## config.mk

```make
export PLATFORM = sky130hd
export DESIGN_NAME = fetch_stage_flat
export DESIGN_NICKNAME = d
export VERILOG_FILES = /design/src/rtl/fetch_stage_if.sv /design/src/rtl/fetch_stage.sv /design/src/flat_wrapper.sv
export SDC_FILE = /design/constraint.sdc
export NUM_CORES = 1
export LEC_CHECK = 0
export BUFFER_PORTS_ARGS = -buffer_cell sky130_fd_sc_hd__buf_2
export CAP_MARGIN = 20
export CELL_PAD_IN_SITES_DETAIL_PLACEMENT = 2
export CELL_PAD_IN_SITES_GLOBAL_PLACEMENT = 2
export CORE_ASPECT_RATIO = 0.9
export CORE_UTILIZATION = 33
export CTS_BUF_LIST = sky130_fd_sc_hd__clkbuf_2
export DETAILED_ROUTE_END_ITERATION = 8
export PLACE_DENSITY_LB_ADDON = 0.1
export SYNTH_ARGS = -nofsm -noshare
export SYNTH_HDL_FRONTEND = slang
export SYNTH_SLANG_ARGS = --single-unit
```

## constraint.sdc

```tcl
create_clock -name clk -period 2.7 [get_ports clk]
set_clock_uncertainty 0.1 [all_clocks]
set_input_delay 0.135 -clock clk [delete_from_list [all_inputs] [get_ports clk]]
set_output_delay 0.135 -clock clk [all_outputs]
set_load 0.1 [all_outputs]
```

## src/rtl/fetch_stage_if.sv

```systemverilog
// Bundle of the fetch stage's control, instruction-memory and decode-side signals.
// The master modport is the fetch stage itself; the slave side is its environment.
interface fetch_stage_if;
  logic [15:0] newPC;
  logic        redirect;
  logic        id_stall;
  logic        imem_rd;
  logic [15:0] imem_addr;
  logic        imem_done;
  logic [15:0] imem_rdata;
  logic        if_valid;
  logic [15:0] if_inst;
  logic [15:0] if_pc2;
  logic        halted;

  modport master (
    input  newPC, redirect, id_stall, imem_done, imem_rdata,
    output imem_rd, imem_addr, if_valid, if_inst, if_pc2, halted
  );

  modport slave (
    output newPC, redirect, id_stall, imem_done, imem_rdata,
    input  imem_rd, imem_addr, if_valid, if_inst, if_pc2, halted
  );
endinterface

```

## src/rtl/fetch_stage.sv

```systemverilog
// Instruction fetch stage: one outstanding memory read, a one-entry skid buffer
// behind the decode-facing output register, redirect squashing and HALT detection.
module fetch_stage (
  input  logic          clk,
  input  logic          rst,
  fetch_stage_if.master bus
);

  typedef enum logic [1:0] {FETCH, DRAIN, SKID, HALT} state_e;

  localparam logic [15:0] NOP = 16'h0800;

  state_e      state_q, state_d;
  logic [15:0] pc_q, pc_d;
  logic [15:0] target_q, target_d;
  logic [15:0] skidInst_q, skidInst_d;
  logic [15:0] skidPc2_q, skidPc2_d;
  logic        valid_q, valid_d;
  logic [15:0] inst_q, inst_d;
  logic [15:0] pc2_q, pc2_d;

  logic        outFree;
  logic [15:0] pcPlus2;

  assign outFree = !valid_q || !bus.id_stall;
  assign pcPlus2 = pc_q + 16'd2;

  // DRAIN keeps pc untouched, so pc_q is also the address of the abandoned request.
  assign bus.imem_rd   = (state_q == FETCH) || (state_q == DRAIN);
  assign bus.imem_addr = pc_q;
  assign bus.if_valid  = valid_q;
  assign bus.if_inst   = inst_q;
  assign bus.if_pc2    = pc2_q;
  assign bus.halted    = (state_q == HALT);

  always_comb begin
    state_d    = state_q;
    pc_d       = pc_q;
    target_d   = target_q;
    skidInst_d = skidInst_q;
    skidPc2_d  = skidPc2_q;
    valid_d    = outFree ? 1'b0 : valid_q;
    inst_d     = inst_q;
    pc2_d      = pc2_q;

    if (bus.redirect) begin
      valid_d = 1'b0;
      inst_d  = NOP;
      case (state_q)
        FETCH: begin
          if (bus.imem_done) begin
            pc_d = bus.newPC;
          end else begin
            target_d = bus.newPC;
            state_d  = DRAIN;
          end
        end
        DRAIN: begin
          if (bus.imem_done) begin
            pc_d    = bus.newPC;
            state_d = FETCH;
          end else begin
            target_d = bus.newPC;
          end
        end
        default: begin
          pc_d    = bus.newPC;
          state_d = FETCH;
        end
      endcase
    end else begin
      case (state_q)
        FETCH: begin
          if (bus.imem_done) begin
            pc_d = pcPlus2;
            if (outFree) begin
              valid_d = 1'b1;
              inst_d  = bus.imem_rdata;
              pc2_d   = pcPlus2;
              state_d = (bus.imem_rdata[15:11] == 5'b00000) ? HALT : FETCH;
            end else begin
              skidInst_d = bus.imem_rdata;
              skidPc2_d  = pcPlus2;
              state_d    = SKID;
            end
          end
        end
        DRAIN: begin
          if (bus.imem_done) begin
            pc_d    = target_q;
            state_d = FETCH;
          end
        end
        SKID: begin
          if (outFree) begin
            valid_d = 1'b1;
            inst_d  = skidInst_q;
            pc2_d   = skidPc2_q;
            state_d = (skidInst_q[15:11] == 5'b00000) ? HALT : FETCH;
          end
        end
        default: begin
        end
      endcase
    end
  end

  always_ff @(posedge clk or posedge rst) begin
    if (rst) begin
      state_q    <= FETCH;
      pc_q       <= 16'h0000;
      target_q   <= 16'h0000;
      skidInst_q <= NOP;
      skidPc2_q  <= 16'h0000;
      valid_q    <= 1'b0;
      inst_q     <= NOP;
      pc2_q      <= 16'h0000;
    end else begin
      state_q    <= state_d;
      pc_q       <= pc_d;
      target_q   <= target_d;
      skidInst_q <= skidInst_d;
      skidPc2_q  <= skidPc2_d;
      valid_q    <= valid_d;
      inst_q     <= inst_d;
      pc2_q      <= pc2_d;
    end
  end

endmodule

```

## src/flat_wrapper.sv

```systemverilog
// flat-port wrapper written by rule: the top's interface ports become plain ports
module fetch_stage_flat 
  (clk, rst, bus_newPC, bus_redirect, bus_id_stall, bus_imem_done, bus_imem_rdata, bus_imem_rd, bus_imem_addr, bus_if_valid, bus_if_inst, bus_if_pc2, bus_halted);
  fetch_stage_if bus_i ();
  input  logic clk;
  input  logic rst;
  input wire logic [$bits(bus_i.newPC)-1:0] bus_newPC;
  input wire logic [$bits(bus_i.redirect)-1:0] bus_redirect;
  input wire logic [$bits(bus_i.id_stall)-1:0] bus_id_stall;
  input wire logic [$bits(bus_i.imem_done)-1:0] bus_imem_done;
  input wire logic [$bits(bus_i.imem_rdata)-1:0] bus_imem_rdata;
  output wire logic [$bits(bus_i.imem_rd)-1:0] bus_imem_rd;
  output wire logic [$bits(bus_i.imem_addr)-1:0] bus_imem_addr;
  output wire logic [$bits(bus_i.if_valid)-1:0] bus_if_valid;
  output wire logic [$bits(bus_i.if_inst)-1:0] bus_if_inst;
  output wire logic [$bits(bus_i.if_pc2)-1:0] bus_if_pc2;
  output wire logic [$bits(bus_i.halted)-1:0] bus_halted;
  assign bus_i.newPC = bus_newPC;
  assign bus_i.redirect = bus_redirect;
  assign bus_i.id_stall = bus_id_stall;
  assign bus_i.imem_done = bus_imem_done;
  assign bus_i.imem_rdata = bus_imem_rdata;
  assign bus_imem_rd = bus_i.imem_rd;
  assign bus_imem_addr = bus_i.imem_addr;
  assign bus_if_valid = bus_i.if_valid;
  assign bus_if_inst = bus_i.if_inst;
  assign bus_if_pc2 = bus_i.if_pc2;
  assign bus_halted = bus_i.halted;
  fetch_stage u_core (.clk(clk), .rst(rst), .bus(bus_i));
endmodule
```

==> results by stage <==
Worst setup path:
- The signal on the critical path passes through inv_1, ha_1, buf_4, nor2_2, inv_1, buf_2.
- Along the worst path, the maximum fanout reaches 8.
- The delay of the slowest cell on the worst path is around 480 ps.
- STA classifies the critical path startpoint as a flip-flop.
- The critical path's slowest cell is dfrtp_1.
- The arrival time at the worst endpoint is 2280 ps.
- The critical path class is flip-flop to primary output.
- Counting stages on the worst path, the most repeated cell is inv_1.
- The worst setup path is captured at a primary output.
- The required time at the endpoint of the critical path is 2470 ps.

Timing:
- In this run the tightest slew margin relative to its limit is 54.0%.
- For the finished layout, the period the worst path requires is approximately 2500 ps.
- After layout, the worst setup slack is 182 ps.
- Setup repair after global routing left no endpoint under its margin.
- Setup violations remaining at the end of the flow were counted as 0.
- At the pin with the least slew margin, the transition time is roughly 690 ps.
- Dividing the final minimum period by the clock period gives 93.2%.
- Setup total negative slack on the finished layout was measured at 0 ps.
- Static timing analysis puts the maximum clock frequency at 0.397 GHz.
- The count of final max-slew check failures came to 0.
- The count of final hold-check violations is 0.

Logic synthesis:
- The most used flip-flop cell after synthesis is dfrtp_1.
- The number of nets in the synthesized netlist is 538.
- The most area-hungry cell type in the Yosys netlist is dfrtp_1.
- The total standard cell area after synthesis is 5080 sq um.
- The part of the Yosys area used for sequential elements is 48.8%.
- The async set-or-reset flop fraction in the synthesized netlist is between 90% and 100%.
- The number of synthesized register bits is between 90 and 100.
- In the synthesized netlist, the number of instances is 495.
- In the synthesized netlist, the cells that appear most often are dfrtp_1 (97), nor2_1 (49), a21oi_1 (28), mux2i_1 (28), nand2_1 (27).
- Dividing the synthesized area by the synthesized cell count gives slightly above 10 sq um.
- The synthesized design devotes to its leading area cell type 47.7% of total area.
- The number of enable-type register cells in the synthesized netlist is 0.
- The number of unique standard cell types used by synthesis is 54.
- The count of warnings emitted by yosys is 0.
- Ranked by total cell area, the synthesized netlist is headed by dfrtp_1 (48%), mux2_2 (5.5%), mux2i_1 (5.5%), nor2_1 (3.6%), a21oi_1 (2.8%).
- The most common cell in the netlist is dfrtp_1.

Layout:
- Cells with a size suffix above 1 make up 26.3% of the layout.
- The signed area change from the synthesized netlist to the final layout is 23.8%.
- The layout has 1609 filler cells.
- At the end of the flow, the number of nets in the layout was about 660.

Clocking:
- Clock tree synthesis found a total of 99 sinks.
- The count of buffers added by post-CTS timing repair for setup is 0.
- At the later pin of the worst-skew pair, clock insertion delay measures 630 ps.
- In this run the number of H-tree levels came out at 3.
- The clock root buffer is clkbuf_2.
- TritonCTS created 9 clock buffers.
- The clock transition time at the flip-flop clock pins of the worst setup and hold paths is 260 ps.
- The clock passes through at most 2 buffers.
- TritonCTS built the clock tree.

Detailed routing:
- Dividing the detail-routed wire length by the instance count gives 19.5 um.
- For this block, the routed nets add up to between 15000 and 20000 um of wire.
- The first-pass iteration count of the detailed router is 4.
- The number of design-rule violations left by the first detailed-router iteration is 175.
- The residual DRC count is 0.
- Once detail routing completed, the nets flagged for antenna violations numbered 0.
- The final route contains 4330 vias.
- Dividing the detail-routed via count by the number of cells gives 5.29.

Global routing:
- The largest net degree at the start of global routing is 51.
- The number of antenna violations at the first check in global routing is 1.
- The via count of the first global-routing pass is 4742.
- The total overflow left after global routing is 0.
- The total routing resource utilization after global routing is 21.6%.
- The wire length of the first global-routing pass is 26300 um.

Power and ir drop:
- Dividing total power by cell area gives a power density of 1340 nW/um^2.
- The worst voltage drop across the vdd grid is 0.00105 V.
- For this design the static power due to leakage is 0.00281 uW.

Floorplan:
- Measured along the x axis, the die boundary spans between 100 and 150 um.
- The number of standard-cell rows in the floorplan is 42.
- The area of the die is 15900 sq um.
- In this run the standard cell core region covers 14900 sq um.
- The number of top-level design ports is 88.
- The y dimension of the die is 120 um.
- For this configuration, the core starts out at a cell density of 34.2%.

Placement:
- The post-placement worst setup slack is 282 ps.
- In this run the tool buffered the top-level ports with 87 buffer cells.
- At the end of routability-driven placement, the weighted congestion stood at 0.797.
- The estimated wirelength of the detail-placed design is around 11000 um.

Run:
- The count of max-cap constraint violations is 0.

Min path:
- The path class of the tightest hold or removal check is input port to flip-flop.

Status:
- The run finished with clean final reports.
power by group:
group | leakage [uW] | internal [uW] | switching [uW] | total (uW)
Clock | 0.0000669 | 209 | 514 | 723
Combinational | 0.00150 | 1210 | 3830 | 5040
Sequential | 0.00124 | 2110 | 525 | 2640
placed cells by master, fill, tap and decap left out, types with 6 or more instances in the layout:
cell and instances:
dlygate4sd3_1 37, dfrtp_1 97, a21oi_1 28, nand2_1 27, xnor2_1 9, o2bb2ai_1 8
o21ai_1 8, nand2b_1 6, a211oi_1 18, nor4_1 7, mux2i_1 28, o21ai_0 22
nor2_1 47, mux2_2 25, mux2_1 12, clkbuf_2 11, inv_1 16, buf_4 23
nand3_1 16, nor3_1 10, buf_2 87
cells by family after synthesis:
logic type,Yosys count,synth area share [%]
AO/OA/AOI/OAI,119,15.5
XOR/XNOR,11,1.90
adder cells (fa/ha/maj),6,1.48
buffers and inverters,57,4.63
flip-flops,99,48.8
multiplexers,65,13.7
AND/OR/NAND/NOR,138,14.1
through the flow:
step	cell area, sq um	instances	util (%)	hold slack [ps]	total power [uW]
6_report	6290	818	42.3	152	8400
5_1_grt	6290	818	42.3	117	8890
4_1_cts	6270	816	42.2	98.7	8460
3_5_place_dp	5800	764	39.0	151	7680
3_3_place_gp	5800	764	39.0	158	7510
2_1_floorplan	5090	495	-	152	6500
layer usage:
metal	wire length, um	up-vias	GRT usage, %
li1	-	2031	-
met1	7880	2211	30.3
met2	7410	81	34.0
met3	552	7	3.63
met4	104	0	6.18
met5	0	-	0
area by class of cell:
| cell class | count | area (sq um) | area share, % |
|---|---|---|---|
| clock buffers | 11 | 55.1 | 0.875 |
| flip-flops and latches | 99 | 2480 | 39.4 |
| clock inverters | 4 | 42.5 | 0.676 |
| multi-input cells | 339 | 2380 | 37.9 |
| inverters | 17 | 67.6 | 1.07 |
| repair buffers | 149 | 1010 | 16.1 |
| diodes | 1 | 2.50 | 0.0398 |
| well taps | 198 | 248 | 3.94 |
sequential cells by signal, summed over array words and instances (netlist names):
name	flops
u_core.bus.if_pc2	16
u_core.bus.imem_addr	16
u_core.bus.if_inst	16
u_core.target_q	16
u_core.state_q	2
u_core.skidInst_q	16
u_core.skidPc2_q	16
u_core.bus.if_valid	1
what timing repair did:
action,in CTS,in global routing
resized for setup,0,1
hold endpoints to repair,164,0
hold buffers,37,0
endpoints found under the setup margin,0,1
worst paths after layout:
check	startpoint	to	slack (ps)	depth (start not counted)
setup / recovery	u_core.state_q[0]$_DFFE_PP0P_	bus_imem_rd	180	6
max in group asynchronous	rst	u_core.skidInst_q[10]$_DFFE_PP0P_	1170	5
hold reg to reg	u_core.bus.if_pc2[14]$_DFFE_PP0P_	u_core.bus.if_pc2[14]$_DFFE_PP0P_	410	2
setup reg to reg	u_core.state_q[0]$_DFFE_PP0P_	u_core.state_q[1]$_DFFE_PP0P_	340	7
min in group asynchronous	rst	u_core.skidInst_q[14]$_DFFE_PP0P_	570	4
hold / removal	bus_newPC[7]	u_core.target_q[7]$_DFFE_PP0P_	150	3
critical path, delay by kind of cell, from the launching register on:
kind	cells	cell delay, ps
and+or+nand+nor	1	80
adders and majority gates	1	210
buffers and inverters	4	880
DFF	1	480
Note: power is estimated with default switching activity, not from simulation.
